`src/rtl/fpu_pkg.sv`:
```
// Shared FPU definitions: linear-engine state encoding, accumulator sizing and
// saturation bounds for a signed DATA_W-bit result.
package fpu_pkg;

  typedef enum logic [2:0] {
    IDLE,
    LDX,
    BIAS,
    MACRD,
    WB,
    DONE
  } lfe_state_t;

  // Wide enough for the shifted bias plus MAX_IN full-scale products.
  function automatic int lfe_acc_w(input int data_w, input int max_in);
    return 2 * data_w + $clog2(max_in) + 1;
  endfunction

  function automatic longint sat_hi(input int data_w);
    return (64'sd1 <<< (data_w - 1)) - 64'sd1;
  endfunction

  function automatic longint sat_lo(input int data_w);
    return -(64'sd1 <<< (data_w - 1));
  endfunction

endpackage

```
`src/rtl/mac_sat.sv`:
```
// Fixed-point accumulator with bias load and multiply-accumulate, followed by a
// combinational rescale, saturate and optional ReLU stage.
module mac_sat
  import fpu_pkg::*;
#(
  parameter int DATA_W = 16,
  parameter int FRAC_W = 8,
  parameter int ACC_W  = 39
) (
  input  logic                     clk,
  input  logic                     rst,
  input  logic                     i_clear,
  input  logic                     i_load,
  input  logic                     i_mac,
  input  logic                     i_relu,
  input  logic signed [DATA_W-1:0] i_a,
  input  logic signed [DATA_W-1:0] i_b,
  output logic signed [DATA_W-1:0] o_y
);

  localparam logic signed [ACC_W-1:0] SAT_HI = ACC_W'(sat_hi(DATA_W));
  localparam logic signed [ACC_W-1:0] SAT_LO = ACC_W'(sat_lo(DATA_W));

  logic signed [ACC_W-1:0]    r_acc;
  logic signed [ACC_W-1:0]    w_sh;
  logic signed [2*DATA_W-1:0] w_prod;

  assign w_prod = i_a * i_b;

  // NOTE: state registers use non-blocking assignments so every flop samples
  // the pre-edge values; blocking here would create order-dependent races.
  always_ff @(posedge clk or posedge rst) begin
    if (rst)          r_acc <= '0;
    else if (i_clear) r_acc <= '0;
    else if (i_load)  r_acc <= ACC_W'(i_a) <<< FRAC_W;
    else if (i_mac)   r_acc <= r_acc + ACC_W'(w_prod);
  end

  assign w_sh = r_acc >>> FRAC_W;

  // NOTE: o_y is assigned on every path before any conditional override, so
  // this block cannot infer a latch.
  always_comb begin
    if (w_sh > SAT_HI)      o_y = SAT_HI[DATA_W-1:0];
    else if (w_sh < SAT_LO) o_y = SAT_LO[DATA_W-1:0];
    else                    o_y = w_sh[DATA_W-1:0];
    if (i_relu && o_y[DATA_W-1]) o_y = '0;
  end

endmodule

```
`src/rtl/linear_fw_engine.sv`:
```
// Linear-layer engine y = act(W*x + b) with runtime n_out x n_in, one shared
// read port, one write port and a local x buffer.
module linear_fw_engine
  import fpu_pkg::*;
#(
  parameter int DATA_W  = 16,
  parameter int FRAC_W  = 8,
  parameter int MAX_IN  = 64,
  parameter int MAX_OUT = 64,
  parameter int ADDR_W  = 16
) (
  input  logic                             clk,
  input  logic                             rst,
  input  logic                             go,
  input  logic [$clog2(MAX_IN+1)-1:0]      n_in,
  input  logic [$clog2(MAX_OUT+1)-1:0]     n_out,
  input  logic                             relu,
  input  logic [ADDR_W-1:0]                x_base,
  input  logic [ADDR_W-1:0]                w_base,
  input  logic [ADDR_W-1:0]                b_base,
  input  logic [ADDR_W-1:0]                y_base,
  output logic                             busy,
  output logic                             done,
  output logic                             err,
  output logic                             rd_req,
  output logic [ADDR_W-1:0]                rd_addr,
  input  logic                             rd_done,
  input  logic [DATA_W-1:0]                rd_data,
  output logic                             wr_req,
  output logic [ADDR_W-1:0]                wr_addr,
  output logic [DATA_W-1:0]                wr_data,
  input  logic                             wr_done
);

  localparam int IN_W  = $clog2(MAX_IN + 1);
  localparam int OUT_W = $clog2(MAX_OUT + 1);
  localparam int XI_W  = (MAX_IN > 1) ? $clog2(MAX_IN) : 1;
  localparam int ACC_W = lfe_acc_w(DATA_W, MAX_IN);

  lfe_state_t         r_state, w_next;
  logic               r_bub;
  logic               r_err;
  logic [IN_W-1:0]    r_j;
  logic [OUT_W-1:0]   r_i;
  logic [ADDR_W-1:0]  r_w_ptr;
  logic [DATA_W-1:0]  r_rdata;
  logic [DATA_W-1:0]  r_xbuf [MAX_IN];

  logic               w_ok, w_xfer, w_last_j, w_last_i;
  logic [DATA_W-1:0]  w_y;

  assign w_ok     = (n_in != '0) && (n_in <= IN_W'(MAX_IN)) &&
                    (n_out != '0) && (n_out <= OUT_W'(MAX_OUT));
  assign w_xfer   = (rd_req & rd_done) | (wr_req & wr_done);
  assign w_last_j = (r_j == n_in - IN_W'(1));
  assign w_last_i = (r_i == n_out - OUT_W'(1));

  assign busy = (r_state != IDLE) && (r_state != DONE);
  assign done = (r_state == DONE);
  assign err  = done & r_err;

  always_ff @(posedge clk or posedge rst) begin
    if (rst) r_state <= IDLE;
    else     r_state <= w_next;
  end

  // r_bub marks the one-cycle bubble after each handshake; all index and
  // state updates happen in that cycle, so requests keep stable addresses.
  always_comb begin
    w_next  = r_state;
    rd_req  = 1'b0;
    wr_req  = 1'b0;
    rd_addr = '0;
    wr_addr = '0;
    wr_data = '0;
    case (r_state)
      IDLE:  if (go) w_next = w_ok ? LDX : DONE;
      LDX: begin
        rd_req  = !r_bub;
        rd_addr = x_base + ADDR_W'(r_j);
        if (r_bub && w_last_j) w_next = BIAS;
      end
      BIAS: begin
        rd_req  = !r_bub;
        rd_addr = b_base + ADDR_W'(r_i);
        if (r_bub) w_next = MACRD;
      end
      MACRD: begin
        rd_req  = !r_bub;
        rd_addr = r_w_ptr;
        if (r_bub && w_last_j) w_next = WB;
      end
      WB: begin
        wr_req  = !r_bub;
        wr_addr = y_base + ADDR_W'(r_i);
        wr_data = w_y;
        if (r_bub) w_next = w_last_i ? DONE : BIAS;
      end
      DONE:    if (!go) w_next = IDLE;
      default: w_next = IDLE;
    endcase
  end

  always_ff @(posedge clk or posedge rst) begin
    if (rst) begin
      r_bub   <= 1'b0;
      r_err   <= 1'b0;
      r_j     <= '0;
      r_i     <= '0;
      r_w_ptr <= '0;
      r_rdata <= '0;
    end else begin
      r_bub <= w_xfer;
      if (rd_req && rd_done) r_rdata <= rd_data;
      case (r_state)
        IDLE: if (go) begin
          r_j   <= '0;
          r_i   <= '0;
          r_err <= !w_ok;
        end
        LDX: if (r_bub) begin
          r_j <= w_last_j ? '0 : r_j + IN_W'(1);
          if (w_last_j) r_w_ptr <= w_base;
        end
        MACRD: if (r_bub) begin
          r_j     <= w_last_j ? '0 : r_j + IN_W'(1);
          r_w_ptr <= r_w_ptr + ADDR_W'(1);
        end
        WB: if (r_bub) r_i <= r_i + OUT_W'(1);
        default: ;
      endcase
    end
  end

  // NOTE: the x buffer is a storage array with no reset; every entry a job
  // reads is written in LDX of that same job before use.
  always_ff @(posedge clk) begin
    if (r_state == LDX && r_bub) r_xbuf[r_j[XI_W-1:0]] <= r_rdata;
  end

  mac_sat #(
    .DATA_W (DATA_W),
    .FRAC_W (FRAC_W),
    .ACC_W  (ACC_W)
  ) u_mac (
    .clk     (clk),
    .rst     (rst),
    .i_clear (r_state == IDLE && go),
    .i_load  (r_state == BIAS && r_bub),
    .i_mac   (r_state == MACRD && r_bub),
    .i_relu  (relu),
    .i_a     (r_rdata),
    .i_b     (r_xbuf[r_j[XI_W-1:0]]),
    .o_y     (w_y)
  );

endmodule

```
`config.mk`:
```
export PLATFORM = sky130hd
export DESIGN_NAME = linear_fw_engine
export DESIGN_NICKNAME = d
export VERILOG_FILES = /design/src/rtl/fpu_pkg.sv /design/src/rtl/mac_sat.sv /design/src/rtl/linear_fw_engine.sv
export SDC_FILE = /design/constraint.sdc
export NUM_CORES = 2
export LEC_CHECK = 0
export ABC_CLOCK_PERIOD_IN_PS = 13000
export CAP_MARGIN = 20
export CORE_UTILIZATION = 65
export DETAILED_ROUTE_END_ITERATION = 16
export GPL_ROUTABILITY_DRIVEN = 1
export PLACE_DENSITY_LB_ADDON = 0.12
export REMOVE_ABC_BUFFERS = 1
export SYNTH_ARGS = -nofsm -noshare
export SYNTH_HDL_FRONTEND = slang
export SYNTH_HIERARCHICAL = 1
export SYNTH_SLANG_ARGS = --single-unit
```
`constraint.sdc`:
```
create_clock -name clk -period 13 [get_ports clk]
set_input_delay 2.6 -clock clk [delete_from_list [all_inputs] [get_ports clk]]
set_output_delay 2.6 -clock clk [all_outputs]
set_load 0.03 [all_outputs]
```
==> results.toml <==
[yosys]
yosysWarnings = 6
syn_area_sq_um = 59000
async_flop_share_pct = 8.08
synth_seq_area_share_pct = 55.9
synth_cell_types = 96
syn_avg_cell_area_sq_um = 13.6
synth-main-ff-cell = "edfxtp_1"
syn-instance-count = 4327
synth_edf_count = 1024
synth-seq-cells = 1114

[cts]
cts_setup_buffers = 0
numCtsBuffers = 109
clkTransAtPathRegs_ns = 0.06
cts_tree = "built"
clockBufferDepth = 3
cts_resized = 0
clock-sinks = 1114
cts_root_buf = "clkbuf_16"
cts.hold.buffers_added = 0
clkLatencyLatePin_ns = 0.73
htreeDepth = 3

[worst_setup_path]
crit_start = "r_j[0]"
critPathCaptureType = "flop"
worstPathRequired_ns = 13.55
critPathArrivalTime_ns = 11.06
r2r_slack_ns = 2.49
crit_type = "reg -> reg"
r2r_start = "r_j[0]"
cp-start-kind = "flop"
cp_max_fo = 35

[final_layout]
drive_gt1_share_pct = 10.5
layout_commonest_cell = "edfxtp_1"
layout_common_cells = "edfxtp_1, inv_1, fa_1"
post-route-util_pct = 72.6
area_growth_pct = 10.6
nets = 5055

[floorplanning]
ioPinCount = 153
num_rows = 110
dieHeight_microns = 303
die_area_sq_um = 92100
start_util_pct = 65.6
core_area_sq_um = 90000
die_w_microns = 303

[status]
status = "complete, no violations"

[placement]
gp_congestion = 1.01
portBuffers = 152
hpwl_microns = 105000

[sta]
skew_ns = 0.0630
period_needed_ns = 10.51
slew_headroom_pct = 21.7
rsz0062_at_grt = "no"
finalMaxSlewViolations = 0
fin_hold_ws_ns = 0.512
fmax_mhz = 95.2
max_slew.worst_pin.slew_ns = 1.17
post-route-period-util_pct = 80.8
hold_viol_final = 0
setup_viol = 0

[route]
drc_errors = 0
viasPerCell = 6.62
drt_iter0_drc = 4917
detail-route-antenna-nets = 0
num_vias = 38200
wl_microns = 163000
wl_per_cell_microns = 28.2
first_pass_iters = 6

[grt]
grt_pass1_vias = 38100
antenna_found_initial = 6
grt_max_degree = 110
overflow = 0
grt_pass1_wl_microns = 242000
grt_usage_pct = 35.9

[min_path]
hp-class = "reg -> reg"
hp-start = "r_rdata[4]"

[run]
cap_violations = 0
## sequential cells by signal, indices dropped and copies added (netlist names)
name	cells
r_rdata	16
u_mac/r_acc	39
r_bub	1
r_w_ptr	16
r_i	7
r_j	7
r_xbuf	1024
r_state	3
r_err	1
## worst paths after layout
check	to	cells past startpoint
setup / recovery	u_mac/r_acc[38]	25
hold / removal	r_rdata[4]	1
setup reg to reg	u_mac/r_acc[38]	25
hold reg to reg	r_rdata[4]	1
max in group asynchronous	r_j[1]	3
min in group asynchronous	r_rdata[13]	2
## per-layer routing
metal / global-route usage [%] / up-vias / part of all wire, %
met5: 0 / - / 0.014
met4: 16.9 / 4 / 5.0
met3: 6.99 / 437 / 11
met2: 55.9 / 2440 / 47
met1: 49.4 / 19100 / 37
li1: - / 16100 / -
## layout make-up
| class | count | area (sq um) |
|---|---|---|
| multi-input cells | 2581 | 23300 |
| clock inverters | 81 | 646 |
| repair buffers | 278 | 2500 |
| diodes | 5 | 12.5 |
| inverters | 401 | 1510 |
| flip-flops and latches | 1114 | 33000 |
| clock buffers | 126 | 2790 |
| fillers | 5911 | 24700 |
| well taps | 1176 | 1470 |
## cells in the mapped netlist, drive strengths merged (66+ instances only)
library cell	n	area, sq um
a22oi	115	863
mux2i	166	1660
o21ai	118	591
nand2	281	1050
dfrtp	90	2250
a221oi	66	584
a21oi	170	866
buf	128	880
inv	401	1510
nor2	235	885
and2	151	945
fa	329	6590
mux4	73	1660
ha	141	1760
mux2	76	860
edfxtp	1024	30700
clkbuf	103	388
## critical path, cell delays in order, from the launching register on
cell	delay [ns]
dfrtp_4	0.84
buf_4	0.56
nand2b_1	0.87
o22ai_1	0.25
o21ai_0	0.55
o211ai_1	0.22
or3_1	0.79
nand2_1	0.27
inv_1	0.08
fa_1	0.60
fa_1	0.88
fa_1	0.53
fa_1	0.53
fa_1	0.52
inv_1	0.05
fa_1	0.48
inv_1	0.05
ha_1	0.35
a211oi_1	0.25
o21bai_1	0.16
a211oi_1	0.48
o22a_1	0.20
o21ai_1	0.14
nor4_2	0.31
nor4b_1	0.27
o31ai_1	0.11
## per-stage QoR
stage	setup WS (ns)	instances	instance area, sq um	TNS, ns
global route	2.17	5760	65300	0
detailed placement	2.75	5550	61900	0
global placement	2.79	5550	61900	0
floorplan	-3.32	4096	57800	-82.89
CTS	2.65	5757	65300	0
finish	2.49	5762	65300	0
## logic make-up (layout without fill, tap and decap cells)
family                     Yosys count  after routing  share of synthesized area [%]
and+or+nand+nor                    911            911                           7.47
other                                0              5                              0
DFF                               1114           1114                           55.9
muxes                              315            315                           7.09
buffers and inverters              632            886                           4.70
AOI/OAI and AO/OA                  810            810                           9.61
xor gates and xnor gates            75             75                           1.11
adders and majority gates          470            470                           14.1
Power is left out: the tool's default activity adds up to more than one toggle a clock period on the data nets, which glitch-free logic cannot reach.
